--- config.mk ---
export PLATFORM = sky130hd
export DESIGN_NAME = tx_byte_fifo
export DESIGN_NICKNAME = d
export VERILOG_FILES = /design/src/rtl/orbtrace_pkg.sv /design/src/rtl/fifo_ram.sv /design/src/rtl/tx_byte_fifo.sv
export SDC_FILE = /design/constraint.sdc
export NUM_CORES = 1
export LEC_CHECK = 0
export CORE_ASPECT_RATIO = 0.9
export CORE_MARGIN = 2
export CORE_UTILIZATION = 67
export CTS_BUF_LIST = sky130_fd_sc_hd__clkbuf_2
export CTS_CLUSTER_DIAMETER = 150
export CTS_CLUSTER_SIZE = 28
export DETAILED_ROUTE_END_ITERATION = 10
export GPL_ROUTABILITY_DRIVEN = 0
export GPL_TIMING_DRIVEN = 1
export MAX_ROUTING_LAYER = met4
export PLACE_DENSITY = 0.84
export SLEW_MARGIN = 30
export SYNTH_ARGS = -nofsm -noshare
export SYNTH_HDL_FRONTEND = slang
export SYNTH_SLANG_ARGS = --single-unit
--- constraint.sdc ---
create_clock -name clk -period 5 [get_ports clk]
set_clock_uncertainty 0.05 [all_clocks]
set_input_delay 1 -clock clk [delete_from_list [all_inputs] [get_ports clk]]
set_output_delay 1 -clock clk [all_outputs]
set_load 0.02 [all_outputs]
--- src/rtl/orbtrace_pkg.sv ---
// Shared constants and types for the orbtrace transmit path.
// Holds the default FIFO depth and the occupancy-counter width helper.
package orbtrace_pkg;

    // Default storage depth exponent: 2**6 = 64 bytes
    localparam int TXFIFO_DEPTH_LOG2 = 6;

    // Occupancy counters need one extra bit so that "completely full" is representable
    localparam int TXFIFO_LEVEL_W = TXFIFO_DEPTH_LOG2 + 1;

    typedef logic [7:0] byte_t;

    // Width of a level/pointer field for a given depth exponent
    function automatic int level_width(input int depth_log2);
        return depth_log2 + 1;
    endfunction

endpackage

--- src/rtl/fifo_ram.sv ---
// Simple dual-port byte store: one write port, one registered read port.
// The read register is reset so the byte presented downstream starts at 0x00.
module fifo_ram
    import orbtrace_pkg::*;
#(
    parameter int ADDR_W = TXFIFO_DEPTH_LOG2
) (
    input  logic              clk,
    input  logic              rst,
    input  logic              wr_en,
    input  logic [ADDR_W-1:0] wr_addr,
    input  byte_t             wr_data,
    input  logic              rd_en,
    input  logic [ADDR_W-1:0] rd_addr,
    output byte_t             rd_data
);

    byte_t mem [2**ADDR_W];
    byte_t rd_data_reg;

    // Storage write; contents are never cleared, only the pointers gate visibility
    always_ff @(posedge clk) begin
        if (wr_en) begin
            mem[wr_addr] <= wr_data;
        end
    end

    // Registered read, loaded only when a byte is actually popped so it holds between pops
    always_ff @(posedge clk or negedge rst) begin
        if (!rst) begin
            rd_data_reg <= '0;
        end else if (rd_en) begin
            rd_data_reg <= mem[rd_addr];
        end
    end

    assign rd_data = rd_data_reg;

endmodule

--- src/rtl/tx_byte_fifo.sv ---
// Byte FIFO between the packet splitter and the UART transmitter.
// Pops are paced by txFree/ctsIn and never issued on consecutive cycles.
// Optional high-water-mark statistics: define TXFIFO_STATS_EN to add hwm/clrStats.
module tx_byte_fifo
    import orbtrace_pkg::*;
#(
    parameter int DEPTH_LOG2 = TXFIFO_DEPTH_LOG2
) (
    input  logic                                 clk,
    input  logic                                 rst,
    input  logic                                 inAvail,
    input  logic [7:0]                           inData,
    output logic                                 inNext,
    input  logic                                 txFree,
    input  logic                                 ctsIn,
    output logic                                 txStrobe,
    output logic [7:0]                           txByte,
    input  logic                                 flush,
    output logic [level_width(DEPTH_LOG2)-1:0]   level,
    output logic                                 full,
    output logic                                 empty
`ifdef TXFIFO_STATS_EN
    ,
    input  logic                                 clrStats,
    output logic [level_width(DEPTH_LOG2)-1:0]   hwm
`endif
);

    localparam int                 LEVEL_W = level_width(DEPTH_LOG2);
    localparam logic [LEVEL_W-1:0] ONE     = LEVEL_W'(1);

    logic [LEVEL_W-1:0] wr_ptr_reg;
    logic [LEVEL_W-1:0] rd_ptr_reg;
    logic [LEVEL_W-1:0] level_reg;
    logic [LEVEL_W-1:0] level_next;
    logic               strobe_reg;
    logic               push;
    logic               pop;

    // Full/empty come straight from the pointer registers: same index, MSB decides which
    assign empty = (wr_ptr_reg == rd_ptr_reg);
    assign full  = (wr_ptr_reg[DEPTH_LOG2] != rd_ptr_reg[DEPTH_LOG2]) &&
                   (wr_ptr_reg[DEPTH_LOG2-1:0] == rd_ptr_reg[DEPTH_LOG2-1:0]);

    // A full FIFO refuses a push even if a pop happens in the same cycle
    assign push   = inAvail & ~full & ~flush;
    assign pop    = ~empty & txFree & ctsIn & ~strobe_reg & ~flush;
    assign inNext = push;

    // Occupancy update: flush wins, simultaneous push/pop cancel out
    always_comb begin
        level_next = level_reg;
        if (flush) begin
            level_next = '0;
        end else if (push && !pop) begin
            level_next = level_reg + ONE;
        end else if (pop && !push) begin
            level_next = level_reg - ONE;
        end
    end

    // Pointer, level and strobe registers
    always_ff @(posedge clk or negedge rst) begin
        if (!rst) begin
            wr_ptr_reg <= '0;
            rd_ptr_reg <= '0;
            level_reg  <= '0;
            strobe_reg <= 1'b0;
        end else begin
            level_reg  <= level_next;
            strobe_reg <= pop;
            if (flush) begin
                wr_ptr_reg <= '0;
                rd_ptr_reg <= '0;
            end else begin
                if (push) begin
                    wr_ptr_reg <= wr_ptr_reg + ONE;
                end
                if (pop) begin
                    rd_ptr_reg <= rd_ptr_reg + ONE;
                end
            end
        end
    end

    assign level    = level_reg;
    assign txStrobe = strobe_reg;

    // The RAM read register is txByte itself: it loads the head byte on the popping edge
    fifo_ram #(
        .ADDR_W (DEPTH_LOG2)
    ) u_ram (
        .clk     (clk),
        .rst     (rst),
        .wr_en   (push),
        .wr_addr (wr_ptr_reg[DEPTH_LOG2-1:0]),
        .wr_data (inData),
        .rd_en   (pop),
        .rd_addr (rd_ptr_reg[DEPTH_LOG2-1:0]),
        .rd_data (txByte)
    );

`ifdef TXFIFO_STATS_EN
    logic [LEVEL_W-1:0] hwm_reg;

    // High-water mark of occupancy; clrStats restarts it from the present level, flush leaves it
    always_ff @(posedge clk or negedge rst) begin
        if (!rst) begin
            hwm_reg <= '0;
        end else if (clrStats) begin
            hwm_reg <= level_reg;
        end else if (level_reg > hwm_reg) begin
            hwm_reg <= level_reg;
        end
    end

    assign hwm = hwm_reg;
`endif

endmodule
==> flow_summary.toml, run 1 <==
[floorplan]
die_y_microns = 175
coreArea_sq_um = 31900
start_util = 0.681
design.die.area_sq_um = 33800
num_rows = 62
boundaryPins = 33
die_w_microns = 194

[grt]
grt_pass1_wl_microns = 68800
grt_pass1_vias = 10729
grt_overflow = 0
antenna_found_initial = 1
grt_util_all_layers = 0.285
grt_max_degree = 123

[power_and_ir_drop]
p_leak_nw = 6.90
vdd_ir_drop_max_v = 0.000251
power_density_nw_per_um2 = 318

[sta]
period_needed_ns = 4.57
worst_slack_ns = 0.428
finalHoldViolations = 0
fin_crit_sh = 0.914
rsz0062_at_grt = "false"
setup_tns_ns = 0
relSlewSlack = 0.336
final-setup-viol-count = 0
maxSlewViolCount = 0
tightest_slew_ns = 0.995
fmax_mhz = 219

[synthesis]
synth_edf_count = 512
async_flop_share = 0.0554
synthTopCellsByCount = "512 x edfxtp_1, 110 x nor2_1, 104 x mux4_2, 73 x mux2i_1, 30 x dfrtp_1"
ys_seq_area_frac = 0.743
avgSynthCellArea_sq_um = 19.2
synthTopCellsByArea = "edfxtp_1 71%, mux4_2 11%, dfrtp_1 3.5%"
synth_ff_type = "edfxtp_1"
synth_fp_nets = 1150
ys_types = 59
synth_area_sq_um = 21700
synth_seq_cells = 542
yosysMostFrequentCell = "edfxtp_1"
yosysTopAreaCellShare = 0.708
yosysWarnings = 0
yosysTopAreaCell = "edfxtp_1"
synthCells = 1128

[setup_path]
crit_type = "reg2out"
critPathArrivalTime_ns = 3.52
crit_required_ns = 3.95
cp-start-kind = "flip-flop"
end_kind = "primary output"
worstPathMaxFanout = 18

[clocking]
numCtsBuffers = 23
cts.sinks = 542
clk_pin_slew_ns = 0.53
root_buffer = "clkbuf_2"
post_cts_buffers = 0
htreeDepth = 1
clockBufferDepth = 3
clk_latency_ns = 1.07
ctsHoldBuffers = 0
cts-resized-gates = 0
cts_tree = "yes"

[finish]
largest_reg_flops = 512
synthToLayoutAreaGrowth_pct = 4.69
layout.nets = 1188
drive_gt1_frac = 0.180

[flow_run]
cap_violations = 0

[placed_design]
hpwl_microns = 28400
place_ws_ns = 0.879
port_buffers = 32

[route]
vias = 11042
dr.pass1.iters = 6
drcViolationCount = 0
drtAntennaViolNets = 0
vias_per_cell = 6.90
routed_wl_microns = 46300
drtIter0Drc = 1712
post_drt_wl_per_cell_microns = 28.9

[run_status]
status = "complete, no violations"

[min_path]
hp-class = "in2async"
per-stage QoR:
stage	instance area, sq um	std cells	total power, mW	util	hold WS [ns]
after floorplan	21700	1128	5.60	-	0.473
after global placement	22500	1555	5.87	0.704	0.480
after detailed placement	22500	1555	5.89	0.704	0.471
after CTS	22700	1597	7.24	0.711	0.0161
after global routing	22700	1600	7.44	0.713	0.142
final	22700	1600	7.23	0.713	0.167
worst max-delay path: stages (launching register included):
cell and delay (ns):
dfrtp_1 0.91, xor2_1 0.39, nor2_1 0.10, nand3_1 0.13, nor2_1 0.08, nor3_1 0.19
clkdlybuf4s50_1 0.65
layout by cell type (no fill, tap or decap), types with 4 or more instances in the layout:
cell type / synthesis / layout
nor3_1: 11 / 11
o22ai_1: 4 / 4
xor2_1: 17 / 17
mux2i_1: 73 / 73
nand3_1: 18 / 18
clkbuf_2: 0 / 40
o221ai_1: 8 / 8
a21o_1: 4 / 4
nand4_1: 10 / 10
and2_1: 5 / 5
mux2_2: 7 / 7
nand3b_1: 6 / 6
a221oi_1: 5 / 5
a21oi_1: 23 / 23
nand2_1: 23 / 23
xnor2_1: 4 / 4
mux4_2: 104 / 104
a211oi_1: 6 / 6
buf_2: 23 / 6
buf_4: 13 / 42
nor2_1: 110 / 110
a22oi_1: 15 / 15
dfrtp_1: 30 / 27
ha_1: 7 / 7
a32oi_1: 6 / 6
clkdlybuf4s50_1: 0 / 24
edfxtp_1: 512 / 512
o21ai_0: 6 / 6
nor2b_1: 9 / 9
cell type report:
cell class	instances	area, sq um
fillers	1895	9160
clock buffers	40	200
inverters	3	11.3
repair buffers	75	643
multi-input cells	521	5180
clock inverters	2	23.8
well taps	416	520
flip-flops and latches	542	16100
diodes	1	2.50
per-layer routing:
layer  vias up  wire, microns  GRT usage
li1       4629              -          -
met1      5576          18200      0.419
met3        98           5690     0.0741
met5         -              0          -
met4         0           1450     0.0744
met2       739          21000      0.408
kinds of logic (layout without fill, tap and decap cells):
kind of cell | count (synthesis) | after routing | share of synthesized area
and+or+nand+nor | 207 | 207 | 0.0445
buffers and inverters | 65 | 120 | 0.0182
other | 0 | 1 | 0
muxes | 184 | 184 | 0.145
AOI/OAI and AO/OA | 100 | 100 | 0.0348
adders and majority gates | 8 | 8 | 0.00496
xor gates and xnor gates | 22 | 22 | 0.00923
DFF | 542 | 542 | 0.743
path summary, 6_finish.rpt:
| check | from | to | slack [ns] | cells after the start |
|---|---|---|---|---|
| max | rd_ptr_reg[5]$_DFFE_PN0P_ | inNext | 0.43 | 6 |
| min | rst | u_ram.rd_data[7]$_DFFE_PN0P_ | 0.17 | 2 |
| max reg2reg | rd_ptr_reg[5]$_DFFE_PN0P_ | u_ram.mem[59][0]$_DFFE_PP_ | 0.94 | 6 |
| min reg2reg | level[5]$_DFFE_PN0P_ | level[5]$_DFFE_PN0P_ | 0.52 | 2 |
| max in group asynchronous | rst | u_ram.rd_data[6]$_DFFE_PN0P_ | 4.34 | 2 |
| min in group clk | inData[4] | u_ram.mem[43][4]$_DFFE_PP_ | 0.32 | 1 |
report_power, final:
group	internal, mW	total, mW	switching (mW)
Combinational	0.313	0.719	0.406
Sequential	5.03	5.09	0.0622
Clock	0.215	1.42	1.20
Note: power is estimated with default switching activity, not from simulation.
==> run 2: changes to the inputs <==
- HOLD_SLACK_MARGIN: default -> 0.02
==> run 2 against run 1 <==
Power hardly changed. Combinational power hardly changed. Worst setup slack better by 0.022 ns. Routed wire length is 0.32% lower. Largest power group unchanged.
==> flow_summary.toml, run 2 (synthesis gave the netlist of run 1 again) <==
[run_status]
status = "complete, no violations"

[grt]
grt_overflow = 0
grt_max_degree = 123
grt_pass1_wl_microns = 68800
grt_util_all_layers = 0.285
grt_pass1_vias = 10737
antenna_found_initial = 1

[clocking]
cts.sinks = 542
post_cts_buffers = 0
clk_latency_ns = 1.07
cts-resized-gates = 0
cts_tree = "yes"
root_buffer = "clkbuf_2"
numCtsBuffers = 23
clk_pin_slew_ns = 0.52
clockBufferDepth = 3
ctsHoldBuffers = 1
htreeDepth = 1

[setup_path]
reg2reg_depth = 6
cp-startpoint = "rd_ptr_reg[5]$_DFFE_PN0P_"
worstPathMaxFanout = 18
crit_type = "reg2out"
r2r-start = "rd_ptr_reg[5]$_DFFE_PN0P_"
worst-r2r-setup-slack_ns = 0.93
cp-start-kind = "flip-flop"
crit_top_cell = "nor2_1"
slowest_stage = "dfrtp_1"
worstPathCellList = "xor2_1 > nor2_1 > nand3_1 > nor2_1 > nor3_1 > clkdlybuf4s50_1"
r2r_end = "u_ram.mem[59][0]$_DFFE_PP_"
critPathArrivalTime_ns = 3.50
crit_required_ns = 3.95
slowest_delay_ns = 0.90
end_kind = "primary output"

[finish]
synthToLayoutAreaGrowth_pct = 4.69
drive_gt1_frac = 0.180
layout_commonest_cell = "edfxtp_1"
layout.nets = 1188
largest_reg_flops = 512
final_cell_mix = "512 x edfxtp_1, 110 x nor2_1, 104 x mux4_2"
final_area_sq_um = 22700

[sta]
timing.hold.ws_ns = 0.177
final-setup-viol-count = 0
fin_crit_sh = 0.910
tightest_slew_ns = 1.00
maxSlewViolCount = 0
finalHoldViolations = 0
setup_tns_ns = 0
fmax_mhz = 220
relSlewSlack = 0.332
rsz0062_at_grt = "false"
period_needed_ns = 4.55

[floorplan]
design.die.area_sq_um = 33800
boundaryPins = 33
coreArea_sq_um = 31900
die_w_microns = 194
die_y_microns = 175
start_util = 0.681
num_rows = 62

[flow_run]
cap_violations = 0

[route]
drcViolationCount = 0
drtAntennaViolNets = 0
vias = 11080
routed_wl_microns = 46100
vias_per_cell = 6.93
dr.pass1.iters = 6
post_drt_wl_per_cell_microns = 28.8
drtIter0Drc = 1805

[power_and_ir_drop]
power_density_nw_per_um2 = 318
p_leak_nw = 6.90
vdd_ir_drop_max_v = 0.000248

[placed_design]
port_buffers = 32
hpwl_microns = 28400
dpl_cell_area_sq_um = 22500

[min_path]
hp-class = "in2async"
[run 2: power breakdown]
part | internal [mW] | switching, mW | total, mW
Combinational | 0.313 | 0.405 | 0.718
Clock | 0.215 | 1.20 | 1.42
Sequential | 5.03 | 0.0613 | 5.09
Total | 5.56 | 1.67 | 7.22
[run 2: worst max path at each step]
stage / cells after the start / slack, ns / endpoint
floorplan: 10 / 1.11 / level[6]$_DFFE_PN0P_
global placement: 6 / 1.08 / u_ram.mem[59][1]$_DFFE_PP_
detailed placement: 6 / 0.88 / u_ram.mem[59][4]$_DFFE_PP_
CTS: 6 / 0.45 / inNext
global route: 6 / 0.23 / inNext
finish: 6 / 0.45 / inNext
[run 2: critical path: cells and delay by family (launching register included)]
kind          cells  cell delay, ns
buf+inv           1            0.65
flops             1            0.90
simple gates      4            0.49
xor+xnor          1            0.38
[run 2: stage by stage]
stage / setup slack [ns] / total power [mW] / utilization / instances
floorplan: 1.11 / 5.60 / - / 1128
global placement: 1.08 / 5.87 / 0.704 / 1555
detailed placement: 0.879 / 5.89 / 0.704 / 1555
CTS: 0.447 / 7.24 / 0.712 / 1598
global route: 0.234 / 7.44 / 0.713 / 1600
finish: 0.450 / 7.22 / 0.713 / 1600
[run 2: final cells by class]
class	count	area [sq um]
Antenna cell	1	2.50
Clock inverter	2	23.8
Inverter	3	11.3
Sequential cell	542	16100
Fill cell	1895	9160
Timing Repair Buffer	75	643
Tap cell	416	520
Multi-Input combinational cell	521	5180
Clock buffer	40	200
[run 2: metal layers]
layer,share of wire,global-route usage,wire length (microns)
met5,0,-,0
met3,0.12,0.0741,5730
met4,0.029,0.0744,1340
met1,0.39,0.419,18100
met2,0.46,0.408,21000
